### src/rtl/ws2812b_pkg.sv
// ws2812b_pkg: receiver state encoding and WS2812B timing constants
// shared by the LED driver and the receiver so TX and RX agree.
package ws2812b_pkg;

    typedef enum logic [1:0] {
        SYNC,
        GAP,
        HIGH,
        LOW
    } rx_state_e;

    localparam int BITS_PER_PIXEL = 24;

    // Cycle counts at 50 MHz.
    localparam int T0H_CYC        = 20;
    localparam int T0L_CYC        = 43;
    localparam int T1H_CYC        = 40;
    localparam int T1L_CYC        = 23;
    localparam int BIT_THRESH_DEF = 30;
    localparam int MAX_HIGH_DEF   = 100;
    localparam int RES_CYC_DEF    = 2500;

endpackage

### src/rtl/ws2812b_sync_edge.sv
// ws2812b_sync_edge: 2-flop synchronizer for din with registered
// edge detection producing single-cycle rise/fall strobes.
module ws2812b_sync_edge (
    input  logic clk,
    input  logic res,
    input  logic din,
    output logic din_s,
    output logic rise,
    output logic fall
);

    logic meta;
    logic din_d;

    always_ff @(posedge clk or negedge res) begin
        if (!res) begin
            meta  <= 1'b0;
            din_s <= 1'b0;
            din_d <= 1'b0;
        end else begin
            meta  <= din;
            din_s <= meta;
            din_d <= din_s;
        end
    end

    assign rise = din_s & ~din_d;
    assign fall = ~din_s & din_d;

endmodule

### src/rtl/ws2812b_receiver.sv
// ws2812b_receiver: decodes a WS2812B NRZ stream into 24-bit GRB pixels.
// Define WS2812B_RX_FORWARD_EN to pass pixels past LOCAL_PIXELS to dout.
module ws2812b_receiver
    import ws2812b_pkg::*;
#(
    parameter int BIT_THRESH = BIT_THRESH_DEF,
    parameter int MAX_HIGH   = MAX_HIGH_DEF,
    parameter int RES_CYC    = RES_CYC_DEF,
    parameter int IDX_W      = 8
`ifdef WS2812B_RX_FORWARD_EN
    ,
    parameter int LOCAL_PIXELS = 1
`endif
) (
    input  logic                      clk,
    input  logic                      res,
    input  logic                      din,
    output logic [BITS_PER_PIXEL-1:0] pix_data,
    output logic                      pix_valid,
    output logic [IDX_W-1:0]          pix_idx,
    output logic                      frame_done,
    output logic                      frame_err,
    output logic                      dout
);

    localparam int HW = $clog2(MAX_HIGH + 1);
    localparam int LW = $clog2(RES_CYC + 1);
    localparam int BW = $clog2(BITS_PER_PIXEL);

    localparam logic [HW-1:0]    H_MAX    = HW'(MAX_HIGH);
    localparam logic [HW-1:0]    H_THR    = HW'(BIT_THRESH);
    localparam logic [LW-1:0]    L_MAX    = LW'(RES_CYC);
    localparam logic [BW-1:0]    LAST_BIT = BW'(BITS_PER_PIXEL - 1);
    localparam logic [IDX_W-1:0] IDX_MAX  = '1;

    rx_state_e state, state_n;

    logic                      din_s, rise, fall, bit_val;
    logic [HW-1:0]             hcnt, hcnt_n;
    logic [LW-1:0]             lcnt, lcnt_n;
    logic [BW-1:0]             bitcnt, bitcnt_n;
    logic [BITS_PER_PIXEL-2:0] shreg, shreg_n;
    logic [BITS_PER_PIXEL-1:0] word, data_n;
    logic [IDX_W-1:0]          idx_n;
    logic                      valid_n, done_n, err_n;

    ws2812b_sync_edge u_sync (
        .clk   (clk),
        .res   (res),
        .din   (din),
        .din_s (din_s),
        .rise  (rise),
        .fall  (fall)
    );

    assign bit_val = (hcnt >= H_THR);
    assign word    = {shreg, bit_val};

    always_ff @(posedge clk or negedge res) begin
        if (!res) begin
            state      <= SYNC;
            hcnt       <= '0;
            lcnt       <= '0;
            bitcnt     <= '0;
            shreg      <= '0;
            pix_data   <= '0;
            pix_valid  <= 1'b0;
            pix_idx    <= '0;
            frame_done <= 1'b0;
            frame_err  <= 1'b0;
        end else begin
            state      <= state_n;
            hcnt       <= hcnt_n;
            lcnt       <= lcnt_n;
            bitcnt     <= bitcnt_n;
            shreg      <= shreg_n;
            pix_data   <= data_n;
            pix_valid  <= valid_n;
            pix_idx    <= idx_n;
            frame_done <= done_n;
            frame_err  <= err_n;
        end
    end

    always_comb begin
        state_n  = state;
        hcnt_n   = hcnt;
        lcnt_n   = lcnt;
        bitcnt_n = bitcnt;
        shreg_n  = shreg;
        data_n   = pix_data;
        valid_n  = 1'b0;
        idx_n    = pix_idx;
        done_n   = 1'b0;
        err_n    = 1'b0;
        // Index advances the cycle after its strobe and saturates.
        if (pix_valid && pix_idx != IDX_MAX) idx_n = pix_idx + 1'b1;
        unique case (state)
            SYNC: begin
                if (din_s) begin
                    lcnt_n = '0;
                end else if (lcnt >= L_MAX) begin
                    state_n  = GAP;
                    bitcnt_n = '0;
                    idx_n    = '0;
                end else begin
                    lcnt_n = lcnt + 1'b1;
                end
            end
            GAP: begin
                if (rise) begin
                    state_n  = HIGH;
                    bitcnt_n = '0;
                    hcnt_n   = HW'(1);
                end
            end
            HIGH: begin
                if (hcnt >= H_MAX) begin
                    err_n    = 1'b1;
                    state_n  = SYNC;
                    lcnt_n   = '0;
                    bitcnt_n = '0;
                end else if (fall) begin
                    state_n = LOW;
                    lcnt_n  = LW'(1);
                    shreg_n = word[BITS_PER_PIXEL-2:0];
                    if (bitcnt == LAST_BIT) begin
                        data_n   = word;
                        valid_n  = 1'b1;
                        bitcnt_n = '0;
                        err_n    = (pix_idx == IDX_MAX);
                    end else begin
                        bitcnt_n = bitcnt + 1'b1;
                    end
                end else begin
                    hcnt_n = hcnt + 1'b1;
                end
            end
            LOW: begin
                // Gap wins over a coincident rising edge.
                if (lcnt >= L_MAX) begin
                    state_n  = GAP;
                    done_n   = 1'b1;
                    err_n    = (bitcnt != '0);
                    bitcnt_n = '0;
                    idx_n    = '0;
                end else if (rise) begin
                    state_n = HIGH;
                    hcnt_n  = HW'(1);
                end else begin
                    lcnt_n = lcnt + 1'b1;
                end
            end
            default: state_n = SYNC;
        endcase
    end

`ifdef WS2812B_RX_FORWARD_EN
    logic fwd_en, fwd_go, start;

    assign fwd_go = (int'(pix_idx) >= LOCAL_PIXELS);
    assign start  = rise && (state == GAP ||
                             (state == LOW && lcnt < L_MAX));

    // Gate latched per bit so a forwarded pulse is never truncated.
    always_ff @(posedge clk or negedge res) begin
        if (!res) fwd_en <= 1'b0;
        else if (start) fwd_en <= fwd_go;
    end

    assign dout = din_s && (start ? fwd_go : (fwd_en && state == HIGH));
`else
    assign dout = 1'b0;
`endif

endmodule

### config.mk
export PLATFORM = sky130hd
export DESIGN_NAME = ws2812b_receiver
export DESIGN_NICKNAME = d
export VERILOG_FILES = /design/src/rtl/ws2812b_pkg.sv /design/src/rtl/ws2812b_sync_edge.sv /design/src/rtl/ws2812b_receiver.sv
export SDC_FILE = /design/constraint.sdc
export NUM_CORES = 1
export LEC_CHECK = 0
export ABC_AREA = 1
export CORE_MARGIN = 8
export CORE_UTILIZATION = 55
export CTS_CLUSTER_DIAMETER = 30
export DETAILED_ROUTE_END_ITERATION = 10
export DONT_BUFFER_PORTS = 1
export PLACE_DENSITY = 0.77
export SLEW_MARGIN = 10
export SYNTH_ARGS = -nofsm -noshare
export SYNTH_HDL_FRONTEND = slang
export SYNTH_SLANG_ARGS = --single-unit
export TNS_END_PERCENT = 1
### constraint.sdc
create_clock -name clk -period 2.9 [get_ports clk]
set_input_delay 0.29 -clock clk [delete_from_list [all_inputs] [get_ports clk]]
set_output_delay 0.29 -clock clk [all_outputs]
set_load 0.005 [all_outputs]
==> results of run 1 <==
==> layout make-up <==
cell class	instances	area (sq um)	area share, %
clock buffer	9	124	2.61
tap	105	131	2.77
multi-input combinational	390	1910	40.4
timing repair buffer	5	62.6	1.32
sequential	87	2180	45.9
clock inverter	7	78.8	1.66
inverter	67	251	5.31
==> power breakdown <==
group	leakage [nW]	switching (mW)	internal, mW
registers	1.21	0.00792	1.22
logic	0.986	0.0383	0.0133
clock network	0.101	0.506	0.339
total	2.29	0.553	1.57
==> cells in the final DEF, fill, tap and decap left out <==
cell type	synthesis	final
dlygate4sd3_1	0	2
nor2_2	2	2
o31ai_1	1	1
nand2_1	172	172
a31o_2	1	1
buf_4	5	2
inv_6	0	1
nor3_1	3	3
clkinv_4	0	3
inv_8	0	1
o21bai_1	2	2
nand3_2	1	1
o21ai_1	17	17
ha_1	11	11
buf_16	0	1
inv_1	64	64
nand3_1	44	44
inv_2	3	3
nand3_4	1	1
nand2_2	4	4
a21oi_4	2	2
a21oi_1	3	3
conb_1	1	1
xnor2_1	2	2
clkinv_8	0	2
xor2_1	9	9
clkbuf_8	0	9
nor2_4	2	2
o21ai_0	44	44
or2_2	2	2
nor2_1	45	45
dfrtp_1	87	87
nand2_4	2	2
nand4_1	18	18
o21a_1	1	1
==> worst min-delay path by stage <==
stage	depth (start not counted)	end	slack [ps]	start
after floorplan	0	bitcnt[0]$_DFFE_PN0P_	-6	res
final	0	u_sync.din_s$_DFF_PN0_	350	u_sync.meta$_DFF_PN0_
after CTS	0	u_sync.din_s$_DFF_PN0_	370	u_sync.meta$_DFF_PN0_
after global routing	0	u_sync.din_s$_DFF_PN0_	370	u_sync.meta$_DFF_PN0_
after detailed placement	0	bitcnt[2]$_DFFE_PN0P_	-0.9	res
after global placement	0	pix_idx[7]$_DFF_PN0_	-1	res
==> kinds of logic (layout without fill, tap and decap cells) <==
family / after synthesis / in the layout / share of synthesized area (%)
simple gates: 296 / 296 / 28.9
compound gates: 71 / 71 / 8.80
fa+ha+maj: 11 / 11 / 3.09
other cells: 1 / 1 / 0.0843
flops: 87 / 87 / 48.9
xor+xnor: 11 / 11 / 2.17
buf+inv: 83 / 88 / 8.02
==> per-layer routing <==
metal | up-vias | track usage [%]
li1 | 1779 | -
met1 | 1627 | 20.7
met2 | 80 | 26.7
met3 | 13 | 3.51
met4 | 0 | 6.93
met5 | - | 0
==> sequential cells by signal, summed over array words and instances (netlist names), 2 cells and up <==
register  count
bitcnt        5
hcnt          7
lcnt         12
pix_data     24
pix_idx       8
shreg        23
state         2
==> worst reg2reg max path, delay by kind of cell (launching register included) <==
| family | cells | cell delay [ps] |
|---|---|---|
| buffers and inverters | 4 | 810 |
| AOI/OAI and AO/OA | 1 | 120 |
| and+or+nand+nor | 3 | 410 |
| DFF | 1 | 420 |
| adders and majority gates | 1 | 340 |
==> results.ini, run 1 <==
[pwr]
pwr_density_cell_mw_per_mm2 = 448
power_leakage_nw = 2.29
vdd_drop_max_mv = 0.348
finalPower_mw = 2.12

[drt]
met1_length_mm = 4.04
vias_per_cell = 5.22
dr_wl_met3_um = 503
wl_per_cell_um = 13.3
vias = 3499
dr.pass1.iters = 4
drt_iter0_drc = 164
drt_wl_total_mm = 8.89
antenna_left = 0
drc = 0
wl_met2_mm = 4.21
top_layer_used = met4

[clock_network]
cts-root-buf = clkbuf_8
cts_hold_buf = 3
post_cts_buffers = 0
clkSlewWorstSetupHoldPaths_ps = 110
cts_buffers = 9
clockBufferDepth = 2
cts_tree = yes
cts_resized = 0
htreeDepth = 3
clkSinkCount = 87
clk_latency_ps = 370

[worst_setup_path]
startpoint_type = flip-flop
crit_path_end = shreg[22]$_DFFE_PN0P_
r2r-end = shreg[22]$_DFFE_PN0P_
crit_cells = 9
critPathMostFrequentCell = inv_1
slowest_stage = dfrtp_1
cp-startpoint = state[0]$_DFFE_PN0P_
critPathMaxStageDelay_ps = 420
path_class = flip-flop to flip-flop
critical_path_required_ps = 3150
cp_top_family = buffers and inverters
r2r_slack_ps = 690
arrival_ps = 2460
crit_chain = inv_1, ha_1, inv_1, nor2_4, inv_2, nor2_2, buf_4, nand2_1, o21a_1
path_buf_inv = 4
reg2reg_depth = 9
critPathCaptureType = flip-flop
r2r-start = state[0]$_DFFE_PN0P_
worst-path-max-fanout = 46

[floorplan]
die_w_um = 106
die_area_sq_mm = 0.0112
core_sq_mm = 0.00801
ios = 39
die_h_um = 106
start_util_pct = 55.5
row_count = 33

[synth]
synth.most_common_cell = nand2_1
yosysUniqueCellTypes = 31
ys_seq_area_share_pct = 48.9
ys_seq_elements = 87
synth_cells = 560
synth_area_per_cell_sq_um = 7.94
synth_ff_type = dfrtp_1
synth-warning-count = 0
synth_top_cell_by_area = dfrtp_1
synth_area_leaders = dfrtp_1 49%, nand2_1 15%, inv_1 5.4%, nand3_1 5.0%, o21ai_0 5.0%
synthArstFlopShare_pct = 100
synth_common_cells = 172 x nand2_1, 87 x dfrtp_1, 64 x inv_1
synth_top_area_share_pct = 48.9
synth-edff-count = 0
synth_area_sq_mm = 0.00445
synth_fp_nets = 574

[place]
dp_slack_ps = 736
place_congestion = 0.910
postPlaceCellArea_sq_mm = 0.00449
dp_hpwl_mm = 6.06
placedCellCount = 651
port_buffers = 0

[layout]
nets = 574
fin_util_pct = 59.2
area_delta_synth_final_pct = 6.55
finalNonFillerCells = 670
fin_area_sq_mm = 0.00474
drive_above_1_share_pct = 6.90
nFillCells = 734
n_antenna_cell = 0

[run_status]
status = completed

[sta]
drv_slew = 0
skew_ps = 17.2
max_slew_margin_pct = 54.4
min_period_ps = 2210
setup_viol = 0
finalHoldViolCount = 0
setup_tns_ps = 0
period_share_pct = 76.1
tightestPinTransition_ps = 682
timing.final.ws_setup_ps = 693
holdWs_ps = 352
grt_setup_unrepaired = false
max_freq_ghz = 0.453

[global_routing]
overflow = 0
grt_max_degree = 88
antenna_found_initial = 0
grt_pass1_vias = 3407
track_usage_pct = 16.4
grt_pass1_wl_mm = 15.4

[run]
drv_cap = 0

[hold_path]
min_path_type = flip-flop to flip-flop

(Power assumes the default switching activity.)
==> run 2: changes to the inputs <==
PLACE_DENSITY = 0.8   (was 0.77)
clock period = 1.9 ns   (was 2.9 ns; I/O delays follow)
==> results.ini, run 2 (same netlist as run 1, synthesis figures left out) <==
[layout]
n_antenna_cell = 0  ; unchanged
top_regs = pix_data: 24 flops, shreg: 23 flops, lcnt: 12 flops  ; unchanged
area_delta_synth_final_pct = 7.93  ; was 6.55%
final_common_cell = nand2_1  ; unchanged
final_cell_mix = 171 x nand2_1, 86 x dfrtp_1, 61 x inv_1  ; was 172 x nand2_1, 87 x dfrtp_1, 64 x inv_1
drive_above_1_share_pct = 9.46  ; was 6.90%
largest_reg_flops = 24  ; unchanged
fin_area_sq_mm = 0.00480  ; was 0.00474 sq mm
finalNonFillerCells = 676  ; was 670
nFillCells = 666  ; was 734
nets = 580  ; was 574
regMostFlops = pix_data  ; unchanged

[global_routing]
grt_pass1_vias = 3405  ; was 3,407
grt_max_degree = 88  ; unchanged
overflow = 0  ; unchanged
track_usage_pct = 17.0  ; was 16.4%
grt_pass1_wl_mm = 15.9  ; was 15.4 mm
antenna_found_initial = 0  ; unchanged

[hold_path]
min_path_type = input pin to asynchronous set/reset pin  ; was flip-flop to flip-flop

[worst_setup_path]
critical_path_required_ps = 2140  ; was 3150 ps
critPathMaxStageDelay_ps = 430  ; was 420 ps
path_class = flip-flop to flip-flop  ; unchanged
path_buf_inv = 4  ; unchanged
startpoint_type = flip-flop  ; unchanged
arrival_ps = 2000  ; was 2460 ps
worst-path-max-fanout = 47  ; was 46
crit_chain = inv_2, ha_2, inv_2, nor2_4, inv_2, nor2_4, nand2_1, buf_12, nand2_1, o21ai_0  ; was inv_1, ha_1, inv_1, nor2_4, inv_2, nor2_2, buf_4, nand2_1, o21a_1
cp_top_family = buffers and inverters  ; unchanged
critPathCaptureType = flip-flop  ; unchanged
critPathMostFrequentCell = inv_2  ; was inv_1
slowest_stage = dfrtp_1  ; unchanged

[drt]
wl_per_cell_um = 13.6  ; was 13.3 um
drt_iter0_drc = 179  ; was 164
vias = 3593  ; was 3,499
drc = 0  ; unchanged
antenna_left = 0  ; unchanged
vias_per_cell = 5.32  ; was 5.22
drt_wl_total_mm = 9.17  ; was 8.89 mm
dr.pass1.iters = 5  ; was 4

[clock_network]
cts_buffers = 9  ; unchanged
cts_tree = yes  ; unchanged
clkSinkCount = 87  ; unchanged
cts-root-buf = clkbuf_8  ; unchanged
clkSlewWorstSetupHoldPaths_ps = 100  ; was 110 ps
htreeDepth = 3  ; unchanged
post_cts_buffers = 0  ; unchanged
clk_latency_ps = 360  ; was 370 ps
clockBufferDepth = 2  ; unchanged
cts_hold_buf = 1  ; was 3

[sta]
holdWs_ps = -496  ; was 352 ps
finalHoldViolCount = 87  ; was 0
max_freq_ghz = 0.570  ; was 0.453 GHz
timing.final.ws_setup_ps = 146  ; was 693 ps
min_period_ps = 1750  ; was 2210 ps
setup_tns_ps = 0  ; unchanged
drv_slew = 0  ; unchanged
setup_viol = 0  ; unchanged
skew_ps = 11.1  ; was 17.2 ps
grt_setup_unrepaired = false  ; unchanged
period_share_pct = 92.3  ; was 76.1%

[place]
place_congestion = 0.908  ; was 0.910
placedCellCount = 659  ; was 651
dp_hpwl_mm = 6.36  ; was 6.06 mm
dp_slack_ps = 3.20  ; was 736 ps
postPlaceCellArea_sq_mm = 0.00457  ; was 0.00449 sq mm
port_buffers = 0  ; unchanged

[floorplan]
die_area_sq_mm = 0.0112  ; unchanged
start_util_pct = 55.5  ; unchanged
die_w_um = 106  ; unchanged
core_sq_mm = 0.00801  ; unchanged
row_count = 33  ; unchanged
die_h_um = 106  ; unchanged
ios = 39  ; unchanged

[run_status]
failed_checks = negative hold slack
status = finished with violations  ; was completed

[pwr]
switchingPower_uw = 788  ; was 553 uW
intPower_mw = 2.39  ; was 1.57 mW
pwr_density_cell_mw_per_mm2 = 662  ; was 448 mW/mm^2
p_comb_share_pct = 1.3  ; was 2.4%
p_clk_share_pct = 39.9  ; was 39.8%
power_leakage_nw = 2.32  ; was 2.29 nW
vdd_drop_max_mv = 0.483  ; was 0.348 mV
switching_share_pct = 24.8  ; was 26.0%
seqPwrFrac_pct = 58.8  ; was 57.7%

[run]
drv_cap = 0  ; unchanged

[run 2: cell count changes in the layout (fill, tap and decap cells not counted), sizes merged]
cell | previous run | this run
clkinv | 5 | 4
dlygate4sd3 | 2 | 1
buf | 3 | 10
inv | 69 | 70
[run 2: final cells by class]
class / count / area (sq um) / share of cell area, %
multi-input combinational: 390 / 1930 / 40.2
inverter: 67 / 251 / 5.24
clock buffer: 9 / 124 / 2.58
tap: 105 / 131 / 2.74
sequential: 87 / 2180 / 45.4
timing repair buffer: 11 / 110 / 2.29
clock inverter: 7 / 73.8 / 1.54
[run 2: repair_timing]
| item | 4_1_cts | 5_1_grt |
|---|---|---|
| endpoints found under the setup margin | 5 | 52 |
| hold endpoints to repair | 88 | 87 |
| pin swaps | 0 | 1 |
| resized for setup | 1 | 8 |
[run 2: layer usage]
metal | share of wire [%] | up-vias | track usage, % | routed length (um)
li1 | - | 1787 | - | -
met1 | 43 | 1689 | 21.4 | 3990
met2 | 48 | 106 | 27.3 | 4430
met3 | 7.2 | 11 | 5.51 | 663
met4 | 0.99 | 0 | 5.43 | 91
met5 | 0 | - | 0 | 0
[run 2: final timing paths]
| check | startpoint | endpoint | slack (ps) | depth (start not counted) |
|---|---|---|---|---|
| max | state[0]$_DFFE_PN0P_ | pix_data[18]$_DFFE_PN0P_ | 150 | 10 |
| min | res | pix_idx[3]$_DFF_PN0_ | -500 | 0 |
| max reg2reg | state[0]$_DFFE_PN0P_ | pix_data[18]$_DFFE_PN0P_ | 150 | 10 |
| min reg2reg | u_sync.meta$_DFF_PN0_ | u_sync.din_s$_DFF_PN0_ | 370 | 0 |
| max in group asynchronous | res | pix_data[15]$_DFFE_PN0P_ | 2260 | 0 |
| min in group clk | u_sync.meta$_DFF_PN0_ | u_sync.din_s$_DFF_PN0_ | 370 | 0 |
[run 2: stage by stage]
| stage | utilization [%] | power [mW] |
|---|---|---|
| after detailed placement | 57.1 | 1.94 |
| after global routing | 59.9 | 3.29 |
| after CTS | 59.7 | 3.22 |
| final | 59.9 | 3.18 |
| after floorplan | - | 1.93 |
| after global placement | 57.1 | 1.94 |
[run 2: worst register-to-register path, cell delays in order, from the launching register on]
cell     delay [ps]
dfrtp_1         430
inv_2           100
ha_2            230
inv_2            80
nor2_4          140
inv_2            80
nor2_4          120
nand2_1         100
buf_12          180
nand2_1          90
o21ai_0          80
[run 2: power by group through the flow]
stage / clock, mW / sequential (mW) / combinational (mW)
3_3_place_gp: 0 / 1.91 / 0.0388
5_1_grt: 1.37 / 1.87 / 0.0485
6_report: 1.27 / 1.87 / 0.0419
4_1_cts: 1.31 / 1.87 / 0.0411
2_1_floorplan: 0 / 1.90 / 0.0304
3_5_place_dp: 0 / 1.91 / 0.0391
==> run 3: changes to the inputs <==
SETUP_SLACK_MARGIN = 0.2   (was default)
==> results.ini, run 3 (same netlist as run 1, synthesis figures left out) <==
[run_status]
status = finished with violations  ; unchanged
failed_checks = negative hold slack  ; unchanged

[sta]
grt_setup_unrepaired = true  ; was false
drv_slew = 0  ; unchanged
setup_tns_ps = 0  ; unchanged
min_period_ps = 1700  ; was 1750 ps
setup_viol = 0  ; unchanged
period_share_pct = 89.3  ; was 92.3%
max_freq_ghz = 0.590  ; was 0.570 GHz
skew_ps = 8.99  ; was 11.1 ps
finalHoldViolCount = 87  ; unchanged
holdWs_ps = -490  ; was -496 ps

[place]
place_congestion = 0.879  ; was 0.908
dp_hpwl_mm = 6.30  ; was 6.36 mm
port_buffers = 0  ; unchanged

[global_routing]
track_usage_pct = 17.0  ; about the same
grt_pass1_vias = 3356  ; was 3,405
grt_max_degree = 88  ; unchanged
antenna_found_initial = 0  ; unchanged
overflow = 0  ; unchanged
grt_pass1_wl_mm = 15.8  ; was 15.9 mm

[pwr]
power_leakage_nw = 2.41  ; was 2.32 nW
pwr_density_cell_mw_per_mm2 = 640  ; was 662 mW/mm^2
switching_share_pct = 25.0  ; was 24.8%
seqPwrFrac_pct = 58.8  ; about the same
p_clk_share_pct = 39.9  ; about the same
vdd_drop_max_mv = 0.567  ; was 0.483 mV
intPower_mw = 2.39  ; about the same
switchingPower_uw = 794  ; was 788 uW
p_comb_share_pct = 1.3  ; about the same

[run]
drv_cap = 0  ; unchanged

[worst_setup_path]
critPathMaxStageDelay_ps = 450  ; was 430 ps
critPathCaptureType = flip-flop  ; unchanged
worst-path-max-fanout = 46  ; was 47
slowest_stage = dfrtp_1  ; unchanged
r2r-end = shreg[22]$_DFFE_PN0P_  ; was pix_data[18]$_DFFE_PN0P_
path_class = flip-flop to flip-flop  ; unchanged
r2r_slack_ps = 200  ; was 150 ps
reg2reg_depth = 9  ; was 10
r2r-start = state[0]$_DFFE_PN0P_  ; unchanged
critical_path_required_ps = 2160  ; was 2140 ps
arrival_ps = 1950  ; was 2000 ps
startpoint_type = flip-flop  ; unchanged
crit_chain = inv_2, ha_4, inv_4, nor2_4, inv_2, nor2_4, buf_12, nand2_1, o21a_1  ; was inv_2, ha_2, inv_2, nor2_4, inv_2, nor2_4, nand2_1, buf_12, nand2_1, o21ai_0

[layout]
fin_util_pct = 62.1  ; was 59.9%
n_antenna_cell = 0  ; unchanged
final_cell_mix = 169 x nand2_1, 83 x dfrtp_1, 61 x inv_1  ; was 171 x nand2_1, 86 x dfrtp_1, 61 x inv_1
top_regs = pix_data: 24 flops, shreg: 23 flops, lcnt: 12 flops  ; unchanged
nFillCells = 659  ; was 666
final_common_cell = nand2_1  ; unchanged
drive_above_1_share_pct = 12.9  ; was 9.46%
largest_reg_flops = 24  ; unchanged
regMostFlops = pix_data  ; unchanged
nets = 591  ; was 580
area_delta_synth_final_pct = 11.8  ; was 7.93%

[floorplan]
row_count = 33  ; unchanged
start_util_pct = 55.5  ; unchanged
die_area_sq_mm = 0.0112  ; unchanged
die_h_um = 106  ; unchanged
core_sq_mm = 0.00801  ; unchanged
die_w_um = 106  ; unchanged
ios = 39  ; unchanged

[drt]
vias_per_cell = 5.49  ; was 5.32
dr.pass1.iters = 5  ; unchanged
vias = 3770  ; was 3,593
drt_wl_total_mm = 10.0  ; was 9.17 mm
drc = 0  ; unchanged
antenna_left = 0  ; unchanged
wl_per_cell_um = 14.6  ; was 13.6 um
drt_iter0_drc = 177  ; was 179

[clock_network]
htreeDepth = 3  ; unchanged
clockBufferDepth = 2  ; unchanged
clk_latency_ps = 360  ; about the same
cts_tree = yes  ; unchanged
cts-root-buf = clkbuf_8  ; unchanged
clkSinkCount = 87  ; unchanged
cts_buffers = 9  ; unchanged
clkSlewWorstSetupHoldPaths_ps = 100  ; about the same
cts_hold_buf = 1  ; unchanged

[hold_path]
min_path_type = input pin to asynchronous set/reset pin  ; unchanged

[run 3: cell types whose count changed in the layout (fill, tap and decap cells not counted), sizes merged]
| cell | previous run | this run |
|---|---|---|
| buf | 10 | 19 |
| clkbuf | 9 | 10 |
| nand2 | 178 | 179 |
[run 3: worst max-delay path by stage]
| stage | from | to | slack, ps | depth (start not counted) |
|---|---|---|---|---|
| after floorplan | state[0]$_DFFE_PN0P_ | pix_data[11]$_DFFE_PN0P_ | 220 | 12 |
| after CTS | state[0]$_DFFE_PN0P_ | pix_data[22]$_DFFE_PN0P_ | 130 | 10 |
| final | state[0]$_DFFE_PN0P_ | shreg[22]$_DFFE_PN0P_ | 200 | 9 |
| after detailed placement | state[0]$_DFFE_PN0P_ | pix_data[13]$_DFFE_PN0P_ | 60 | 10 |
| after global placement | state[0]$_DFFE_PN0P_ | pix_data[18]$_DFFE_PN0P_ | 140 | 10 |
| after global routing | hcnt[4]$_DFFE_PN0P_ | shreg[22]$_DFFE_PN0P_ | 100 | 10 |
[run 3: critical path, delay by kind of cell, from the launching register on]
family                   cells  cell delay, ps
adder cells (fa/ha/maj)      1             170
buffers and inverters        4             490
flip-flops                   1             450
AND/OR/NAND/NOR              3             360
AO/OA/AOI/OAI                1             120
[run 3: metal layers]
metal	share of wire [%]	GRT usage, %
met1	42	22.0
met4	2.1	6.93
met2	49	26.3
met3	7.2	5.08
met5	0	0
[run 3: power by group through the flow]
stage	sequential [mW]	combinational, mW	clock [mW]
final	1.87	0.0401	1.27
after global routing	1.87	0.0448	1.37
after CTS	1.87	0.0385	1.30
after detailed placement	1.91	0.0360	0
after global placement	1.91	0.0358	0
after floorplan	1.90	0.0304	0
[run 3: final cells by class]
class                   count  area [sq um]  share of cell area [%]
flip-flops and latches     87          2180                    43.9
multi-input cells         391          1980                    39.9
inverters                  67           254                    5.11
repair buffers             21           223                    4.48
well taps                 105           131                    2.64
clock buffers               9           124                    2.49
clock inverters             7          76.3                    1.53
[run 3: timing repair]
action	4_1_cts	5_1_grt
gates cloned	0	2
setup endpoints to repair	72	80
setup buffers	1	10
endpoints found under the hold margin	88	87
pin swaps	0	6
gates resized for setup	4	21
[run 3: metrics by stage]
step | setup WS, ps | power (mW) | hold WS (ps) | area [sq um] | std cells
2_1_floorplan | 221 | 1.93 | -106 | 4450 | 560
3_3_place_gp | 141 | 1.94 | -101 | 4560 | 657
3_5_place_dp | 55.2 | 1.94 | -101 | 4560 | 657
4_1_cts | 129 | 3.21 | -506 | 4790 | 675
5_1_grt | 97.9 | 3.29 | -516 | 4970 | 687
6_report | 204 | 3.18 | -490 | 4970 | 687
